**src/rtl/layer_sequencer.sv**
```systemverilog
// Layer descriptor sequencer: fetches 64-bit descriptors from instruction RAM, issues them
// one at a time to the neuron-unit array and exposes run/continuous/progress registers.
module layer_sequencer #(
  parameter int         INST_MEM_DEPTH = 9,
  parameter int         LAYER_WIDTH    = 64,
  parameter int         MM_DEPTH       = 16,
  parameter int         MM_WIDTH       = 16,
  parameter logic [2:0] STATUS_REGION  = 3'b110
) (
  input  logic                      clk,
  input  logic                      reset,
  input  logic [MM_DEPTH-1:0]       mm_address,
  input  logic                      mm_write,
  input  logic [MM_WIDTH-1:0]       mm_writedata,
  input  logic                      mm_read,
  output logic [MM_WIDTH-1:0]       mm_readdata,
  output logic [INST_MEM_DEPTH-1:0] inst_addr,
  input  logic [LAYER_WIDTH-1:0]    inst_data,
  output logic [LAYER_WIDTH-1:0]    layer,
  output logic                      layer_valid,
  input  logic                      layer_ready,
  input  logic                      layer_done,
  output logic                      program_done,
  output logic                      busy,
  output logic [2:0]                fsm_state
);

  typedef enum logic [2:0] {
    S_IDLE   = 3'd0,
    S_FETCH  = 3'd1,
    S_DECODE = 3'd2,
    S_ISSUE  = 3'd3,
    S_WAIT   = 3'd4,
    S_END    = 3'd5
  } state_t;

  localparam logic [INST_MEM_DEPTH-1:0] PC_LAST = {INST_MEM_DEPTH{1'b1}};
  localparam logic [INST_MEM_DEPTH-1:0] PC_ONE  = INST_MEM_DEPTH'(1);

  state_t                    state;
  logic [INST_MEM_DEPTH-1:0] pc;
  logic                      run;
  logic                      continuous;
  logic [15:0]               completed;

  logic                      in_region;
  logic                      reg_write;
  logic [MM_WIDTH-1:0]       rd_val;
  logic                      dec_term;
  logic                      dec_empty;
  logic                      unused_bits;

  // The RAM has one cycle of read latency, so the address is simply the pc:
  // whatever pc holds during FETCH is the word that shows up in DECODE.
  assign inst_addr = pc;
  assign busy      = (state != S_IDLE);
  assign fsm_state = state;

  assign in_region   = (mm_address[MM_DEPTH-1 -: 3] == STATUS_REGION);
  assign reg_write   = mm_write && in_region && (mm_address[1:0] == 2'd0);
  assign dec_term    = inst_data[LAYER_WIDTH-1];
  assign dec_empty   = (inst_data[27:16] == 12'd0) || (inst_data[15:4] == 12'd0);
  assign unused_bits = ^{mm_address[MM_DEPTH-4:2], mm_writedata[MM_WIDTH-1:2]};

  always_comb begin
    rd_val = '0;
    case (mm_address[1:0])
      2'd0:    rd_val = MM_WIDTH'({busy, continuous, run});
      2'd1:    rd_val = MM_WIDTH'(pc);
      2'd2:    rd_val = MM_WIDTH'(completed);
      default: rd_val = '0;
    endcase
  end

  // Handshake: layer/layer_valid are registered; once layer_valid rises, layer holds
  // until a cycle with layer_valid && layer_ready, which is the single transfer.
  always_ff @(posedge clk) begin
    if (reset) begin
      state        <= S_IDLE;
      pc           <= '0;
      run          <= 1'b0;
      continuous   <= 1'b0;
      completed    <= '0;
      layer        <= '0;
      layer_valid  <= 1'b0;
      program_done <= 1'b0;
      mm_readdata  <= '0;
    end else begin
      program_done <= 1'b0;
      case (state)
        S_IDLE: begin
          if (run) begin
            pc    <= '0;
            state <= S_FETCH;
          end
        end
        S_FETCH: state <= S_DECODE;
        S_DECODE: begin
          layer <= inst_data;
          if (!run) begin
            state <= S_IDLE;
          end else if (dec_term) begin
            state        <= S_END;
            program_done <= 1'b1;
          end else if (dec_empty) begin
            if (pc == PC_LAST) begin
              state        <= S_END;
              program_done <= 1'b1;
            end else begin
              pc    <= pc + PC_ONE;
              state <= S_FETCH;
            end
          end else begin
            layer_valid <= 1'b1;
            state       <= S_ISSUE;
          end
        end
        S_ISSUE: begin
          if (layer_ready) begin
            layer_valid <= 1'b0;
            state       <= S_WAIT;
          end
        end
        S_WAIT: begin
          if (layer_done) begin
            if (!run) begin
              state <= S_IDLE;
            end else if (pc == PC_LAST) begin
              state        <= S_END;
              program_done <= 1'b1;
            end else begin
              pc    <= pc + PC_ONE;
              state <= S_FETCH;
            end
          end
        end
        S_END: begin
          completed <= completed + 16'd1;
          if (continuous) begin
            pc    <= '0;
            state <= S_FETCH;
          end else begin
            run   <= 1'b0;
            state <= S_IDLE;
          end
        end
        default: state <= S_IDLE;
      endcase

      // Placed after the FSM so a software write beats END clearing run.
      if (reg_write) begin
        run        <= mm_writedata[0];
        continuous <= mm_writedata[1];
      end

      if (mm_read) begin
        mm_readdata <= in_region ? rd_val : '0;
      end
    end
  end

endmodule
```
**config.mk**
```make
export PLATFORM = sky130hd
export DESIGN_NAME = layer_sequencer
export DESIGN_NICKNAME = d
export VERILOG_FILES = /design/src/rtl/layer_sequencer.sv
export SDC_FILE = /design/constraint.sdc
export NUM_CORES = 1
export LEC_CHECK = 0
export CAP_MARGIN = 20
export CORE_MARGIN = 10
export CORE_UTILIZATION = 42
export DETAILED_ROUTE_END_ITERATION = 10
export PLACE_DENSITY_LB_ADDON = 0.12
export SETUP_SLACK_MARGIN = 0.15
export SLEW_MARGIN = 20
export SYNTH_ARGS = -nofsm -noshare
export SYNTH_HDL_FRONTEND = slang
export SYNTH_SLANG_ARGS = --single-unit
```
**constraint.sdc**
```tcl
create_clock -name clk -period 2.79 [get_ports clk]
set_clock_uncertainty 0.1 [all_clocks]
set_input_delay 0.558 -clock clk [delete_from_list [all_inputs] [get_ports clk]]
set_output_delay 0.558 -clock clk [all_outputs]
set_load 0.02 [all_outputs]
```
==> reports/results.txt, run 1 <==
Synthesized netlist net count = 660
Post-synth EDFFs = 0
CP endpoint kind = output port
Global-route wire length before repair = 21,700 um
Hpwl dp = 10,000 um
Initial core utilization = 42.6%
First DRT Iteration DRCs = 381
Routed Antenna Nets = 0
Max Slew Vio Count = 0
Sequential area share after synthesis = 48.9%
Post-route DRC = 0
Maximum clock frequency = 395 MHz
Clock Latency Late Sink = 0.37 ns
Htree depth = 3
Core box area = 10,700 um^2
Most common cell after layout, fill and taps aside = clkdlybuf4s50_1
Sink Count = 112
CP required = 2.13 ns
Post-synthesis cell count = 555
WHS Endpoint = layer[25]
FF-to-FF setup slack = 0.38 ns
Pwr Density = 414 nW/um^2
Die H = 124 um
Final net count = 812
Clock Tree Buf Depth = 2
Synthesized cell area = 4580 um^2
FF+latch count, synth = 112
Row Count = 38
DR WL/cell = 15.8 um
Worst R2R Start = inst_addr[0]
Share of layout cells above drive strength 1 = 4.35%
Net Sw Frac = 23.0%
Clock slew at reported path FFs = 0.10 ns
GPL Wtd Cong = 0.807
Antenna Cells = 0
Worst R2R Path Depth = 9
Min-delay src = layer[25]
Die X = 124 um
Switching power of the nets = 0.620 mW
Routed wire length = 13,500 um
Post-synth cell types = 48
Final core utilization = 60.6%
Combinational share of power = 7.7%
Asr flop ratio synth = 0%
Vias in the first global route = 4,228
Area Overhead vs Synth = 42.2%
Ys flop type = dfxtp_1
Reg2reg end = inst_addr[0]
Average size of a mapped cell = 8.26 um^2
Slew HR = 59.4%
Die footprint = 15,500 um^2
I/O Buffers = 171
Pint = 2.08 mW
Hold Crit Depth = 2
Most frequent cells in the layout = 170 x clkdlybuf4s50_1, 154 x nand2_1, 111 x dfxtp_1
Clk pwr share = 32.5%
DRT Pass-1 Iters = 4
Critical Setup Path Class = flop to output port
CTS tree = built
Worst-path maximum fanout = 15
Post-CTS Setup Bufs = 0
Largest net degree at the start of global routing = 56
Yosys warns = 0
Final setup viols = 0
Final hold slack = 0.358 ns
I/O pin cnt = 197
Global route overflow = 0
Vias per cell = 5.09
Sequential share of power = 59.7%
Tmin final = 2.53 ns
Status = completed
RSZ-0062 raised after global routing = no
Via count = 4,333
Dpl cell area = 6350 um^2
Root Driver = clkbuf_8
CTS Buf Count = 9
Final period utilization = 90.6%
Crit path DAT = 1.87 ns
All-Layer GR Usage = 16.7%
Final Instance Area = 6520 um^2
Worst VDD drop = 0.278 mV
Critical Path Start Type = flop
HP Class = flop to flop
Initial antenna violation count = 0
Setup TNS = 0 ns
Final Hold Vio Count = 0
Slew @ Worst Pin = 0.609 ns
Max cap viols = 0
Pleak = 2.29 nW
## sequential cells by signal (all words and copies together), names as in the netlist
| signal | count |
|---|---|
| run | 1 |
| completed | 16 |
| mm_readdata | 16 |
| inst_addr | 9 |
| fsm_state | 3 |
| program_done | 1 |
| continuous | 1 |
| layer_valid | 1 |
| layer | 64 |
## cells in the mapped netlist, types with 8 or more instances
master	instances	area, um^2
a21oi_1	70	350
a22oi_1	10	75.1
and3_1	10	62.6
buf_2	10	50.1
clkbuf_1	19	71.3
dfxtp_1	112	2240
mux2i_1	12	120
nand2_1	154	578
nand2b_1	8	50.1
nand3_1	16	80.1
nor2_1	39	146
o21ai_0	9	45.0
## cell families after synthesis
kind of cell | synth area share, %
flip-flops | 48.9
multiplexers | 2.62
AND/OR/NAND/NOR | 26.1
buffers and inverters | 4.45
AO/OA/AOI/OAI | 14.4
adder cells (fa/ha/maj) | 0.819
XOR/XNOR | 2.68
## power groups by stage
stage / clock (mW) / sequential, mW / combinational (mW)
2_1_floorplan: 0 / 1.65 / 0.0582
3_3_place_gp: 0 / 1.65 / 0.206
3_5_place_dp: 0 / 1.65 / 0.208
4_1_cts: 0.903 / 1.61 / 0.210
5_1_grt: 0.974 / 1.61 / 0.223
6_report: 0.876 / 1.61 / 0.209
## per-layer routing
metal,GRT usage [%],vias up,wire [um]
li1,-,2176,-
met5,0,-,0
met4,5.00,0,151
met2,27.5,120,6550
met1,18.9,2024,5570
met3,7.45,13,1210
## critical path, cell delays in order, from the launching register on
cell             delay, ns
dfxtp_1               0.45
or3_1                 0.48
clkdlybuf4s50_1       0.57
## per-stage QoR
| step | std cells | setup slack [ns] | total power, mW |
|---|---|---|---|
| 2_1_floorplan | 555 | 0.554 | 1.71 |
| 3_3_place_gp | 836 | 0.404 | 1.85 |
| 3_5_place_dp | 836 | 0.338 | 1.86 |
| 4_1_cts | 852 | 0.208 | 2.72 |
| 5_1_grt | 852 | 0.152 | 2.81 |
| 6_report | 852 | 0.261 | 2.70 |
## how the worst max path moves through the flow
stage,from,end,slack (ns),cells after the start
finish,fsm_state[0],busy,0.26,2
global route,inst_addr[0],inst_addr[7],0.15,9
CTS,fsm_state[1],busy,0.21,2
detailed placement,mm_address[13],mm_readdata[4],0.34,6
global placement,inst_addr[0],inst_addr[0],0.40,9
floorplan,inst_addr[0],inst_addr[0],0.55,9
## cell type report
cell class | count | area, um^2
Fill cell | 986 | 4230
Sequential cell | 112 | 2240
Multi-Input combinational cell | 400 | 2140
Timing Repair Buffer | 176 | 1760
Tap cell | 140 | 175
Clock buffer | 13 | 149
Inverter | 8 | 30.0
Clock inverter | 3 | 17.5
## what timing repair did
item / in CTS / in global routing
hold buffers: 0 / 0
resized for setup: 0 / 1
endpoints found under the setup margin: 0 / 2
(Power assumes the default switching activity.)
==> inputs of run 2 (changes only) <==
- CTS_CLUSTER_SIZE: not set -> 8
==> results of run 2 <==
The final DEF is identical to that of run 1; final timing and power are the same.
==> inputs of run 3 (changes only) <==
- clock period: 2.79 -> 2.33 ns (I/O delays scaled with it)
==> run 3 against run 2 <==
  * Sequential share of layout area down 1.1 points
  * Register-to-register slack worse by 0.16 ns
  * Global-route usage rose by 0.074 points
  * Design area up 3.9%
  * Worst hold slack lost 0.0017 ns
  * Sequential power grew 19%
  * Critical path depth increased by 8
  * Critical endpoint is now inst_addr[7]
==> reports/results.txt, run 3 (same netlist as run 1, synthesis figures left out) <==
Maximum clock frequency = 475 MHz
Final Non-Filler Cells = 864 (was 852)
Vias per cell = 5.03 (was 5.09)
Most common cell after layout, fill and taps aside = clkdlybuf4s50_1 (unchanged)
Final core utilization = 63.0% (was 60.6%)
First DRT Iteration DRCs = 296 (was 381)
Hpwl dp = 10,000 um (about the same)
Clock slew at reported path FFs = 0.10 ns (about the same)
I/O pin cnt = 197 (unchanged)
Global-route wire length before repair = 21,900 um (was 21,700 um)
Share of layout cells above drive strength 1 = 8.15% (was 4.35%)
Core box area = 10,700 um^2 (unchanged)
Critical Path Start Type = flop (unchanged)
Largest net degree at the start of global routing = 74 (was 56)
Placed cell count = 845 (was 836)
Die X = 124 um (unchanged)
Final period utilization = 90.4%
Tmin final = 2.11 ns
Via count = 4,346 (was 4,333)
Clock Latency Late Sink = 0.37 ns (about the same)
Largest register by flop count = layer (unchanged)
Final net count = 824 (was 812)
Worst VDD drop = 0.394 mV (was 0.278 mV)
Final hold slack = 0.357 ns (was 0.358 ns)
DRT Pass-1 Iters = 4 (unchanged)
Most frequent cells in the layout = 168 x clkdlybuf4s50_1, 153 x nand2_1, 106 x dfxtp_1 (was 170 x clkdlybuf4s50_1, 154 x nand2_1, 111 x dfxtp_1)
CTS tree = built (unchanged)
Root Driver = clkbuf_8 (unchanged)
CP required = 2.49 ns (was 2.13 ns)
Slew HR = 60.4% (was 59.4%)
Worst-path maximum fanout = 8 (was 15)
Status = completed (unchanged)
Routed Antenna Nets = 0 (unchanged)
Pwr Density = 530 nW/um^2 (was 414 nW/um^2)
Crit path DAT = 2.27 ns (was 1.87 ns)
Pre-CTS setup slack = -0.00517 ns (was 0.338 ns)
Final Hold Vio Count = 0 (unchanged)
Sink Count = 112 (unchanged)
Row Count = 38 (unchanged)
Die H = 124 um (unchanged)
Area Overhead vs Synth = 47.7% (was 42.2%)
Fin worst setup slack = 0.224 ns (was 0.261 ns)
RSZ-0062 raised after global routing = yes (was no)
GPL Wtd Cong = 0.819 (was 0.807)
Global route overflow = 0 (unchanged)
All-Layer GR Usage = 16.7% (about the same)
Total power = 3.59 mW (was 2.70 mW)
I/O Buffers = 171 (unchanged)
Final setup viols = 0 (unchanged)
Clock Tree Buf Depth = 2 (unchanged)
Critical Setup Path Class = flop to flop (was flop to output port)
Vias in the first global route = 4,348 (was 4,228)
Largest regs = layer (64), completed (16), mm_readdata (16) (unchanged)
Post-route DRC = 0 (unchanged)
CP endpoint kind = flop (was output port)
Fillers = 944 (was 986)
Pleak = 2.43 nW (was 2.29 nW)
Initial core utilization = 42.6% (unchanged)
DR WL/cell = 15.6 um (was 15.8 um)
Routed wire length = 13,500 um (about the same)
Antenna Cells = 0 (unchanged)
Max cap viols = 0 (unchanged)
Cts hold-fix bufs = 0 (unchanged)
Initial antenna violation count = 0 (unchanged)
Max Slew Vio Count = 0 (unchanged)
Max reg flops = 64 (unchanged)
HP Class = flop to flop (unchanged)
Slew @ Worst Pin = 0.589 ns (was 0.609 ns)
Htree depth = 3 (unchanged)
CTS Buf Count = 9 (unchanged)
Die footprint = 15,500 um^2 (unchanged)
==> run 3: cell type report <==
cell class	instances	area [um^2]	area share (%)
clock buffers	11	151	2.24
clock inverters	5	103	1.52
inverters	8	30.0	0.444
multi-input cells	400	2170	32.1
flip-flops and latches	112	2250	33.3
well taps	140	175	2.59
repair buffers	188	1880	27.8
==> run 3: critical path, cell delays in order (launching register included) <==
cell	delay [ns]
dfxtp_4	0.36
and3_1	0.19
and3_4	0.18
and3_4	0.17
ha_2	0.17
nor2b_1	0.13
o21ai_1	0.11
o311a_1	0.19
buf_6	0.14
a311o_1	0.19
o31ai_2	0.07
==> run 3: power breakdown <==
part / total [mW] / internal, mW / switching, mW
sequential: 1.92 / 1.92 / 0.00484
combinational: 0.257 / 0.150 / 0.107
clock: 1.41 / 0.771 / 0.634
total: 3.59 / 2.84 / 0.746
==> run 3: routing by layer <==
metal	vias up	GRT usage [%]	wire length, um
met5	-	0	0
met4	0	5.00	173
met3	13	7.96	1210
met2	112	29.1	6760
met1	2007	17.5	5320
li1	2214	-	-
==> run 3: per-stage QoR <==
stage           TNS, ns  instance area, um^2
5_1_grt               0                 6770
6_report              0                 6770
4_1_cts               0                 6720
2_1_floorplan         0                 4590
3_3_place_gp   -0.00769                 6450
3_5_place_dp   -0.00517                 6450
==> run 3: worst paths after layout <==
check                           depth (start not counted)  slack [ns]      endpoint         start
worst min register to register                          2        0.36     layer[52]     layer[52]
worst max-delay path                                   10        0.22  inst_addr[7]  inst_addr[5]
worst max register to register                         10        0.22  inst_addr[7]  inst_addr[5]
worst min-delay path                                    2        0.36     layer[52]     layer[52]
==> run 3: what timing repair did <==
item / in CTS / in global routing
hold endpoints to repair: 0 / 0
endpoints found under the setup margin: 8 / 11
pin swaps: 2 / 3
gates resized for setup: 7 / 8
setup buffers: 1 / 2
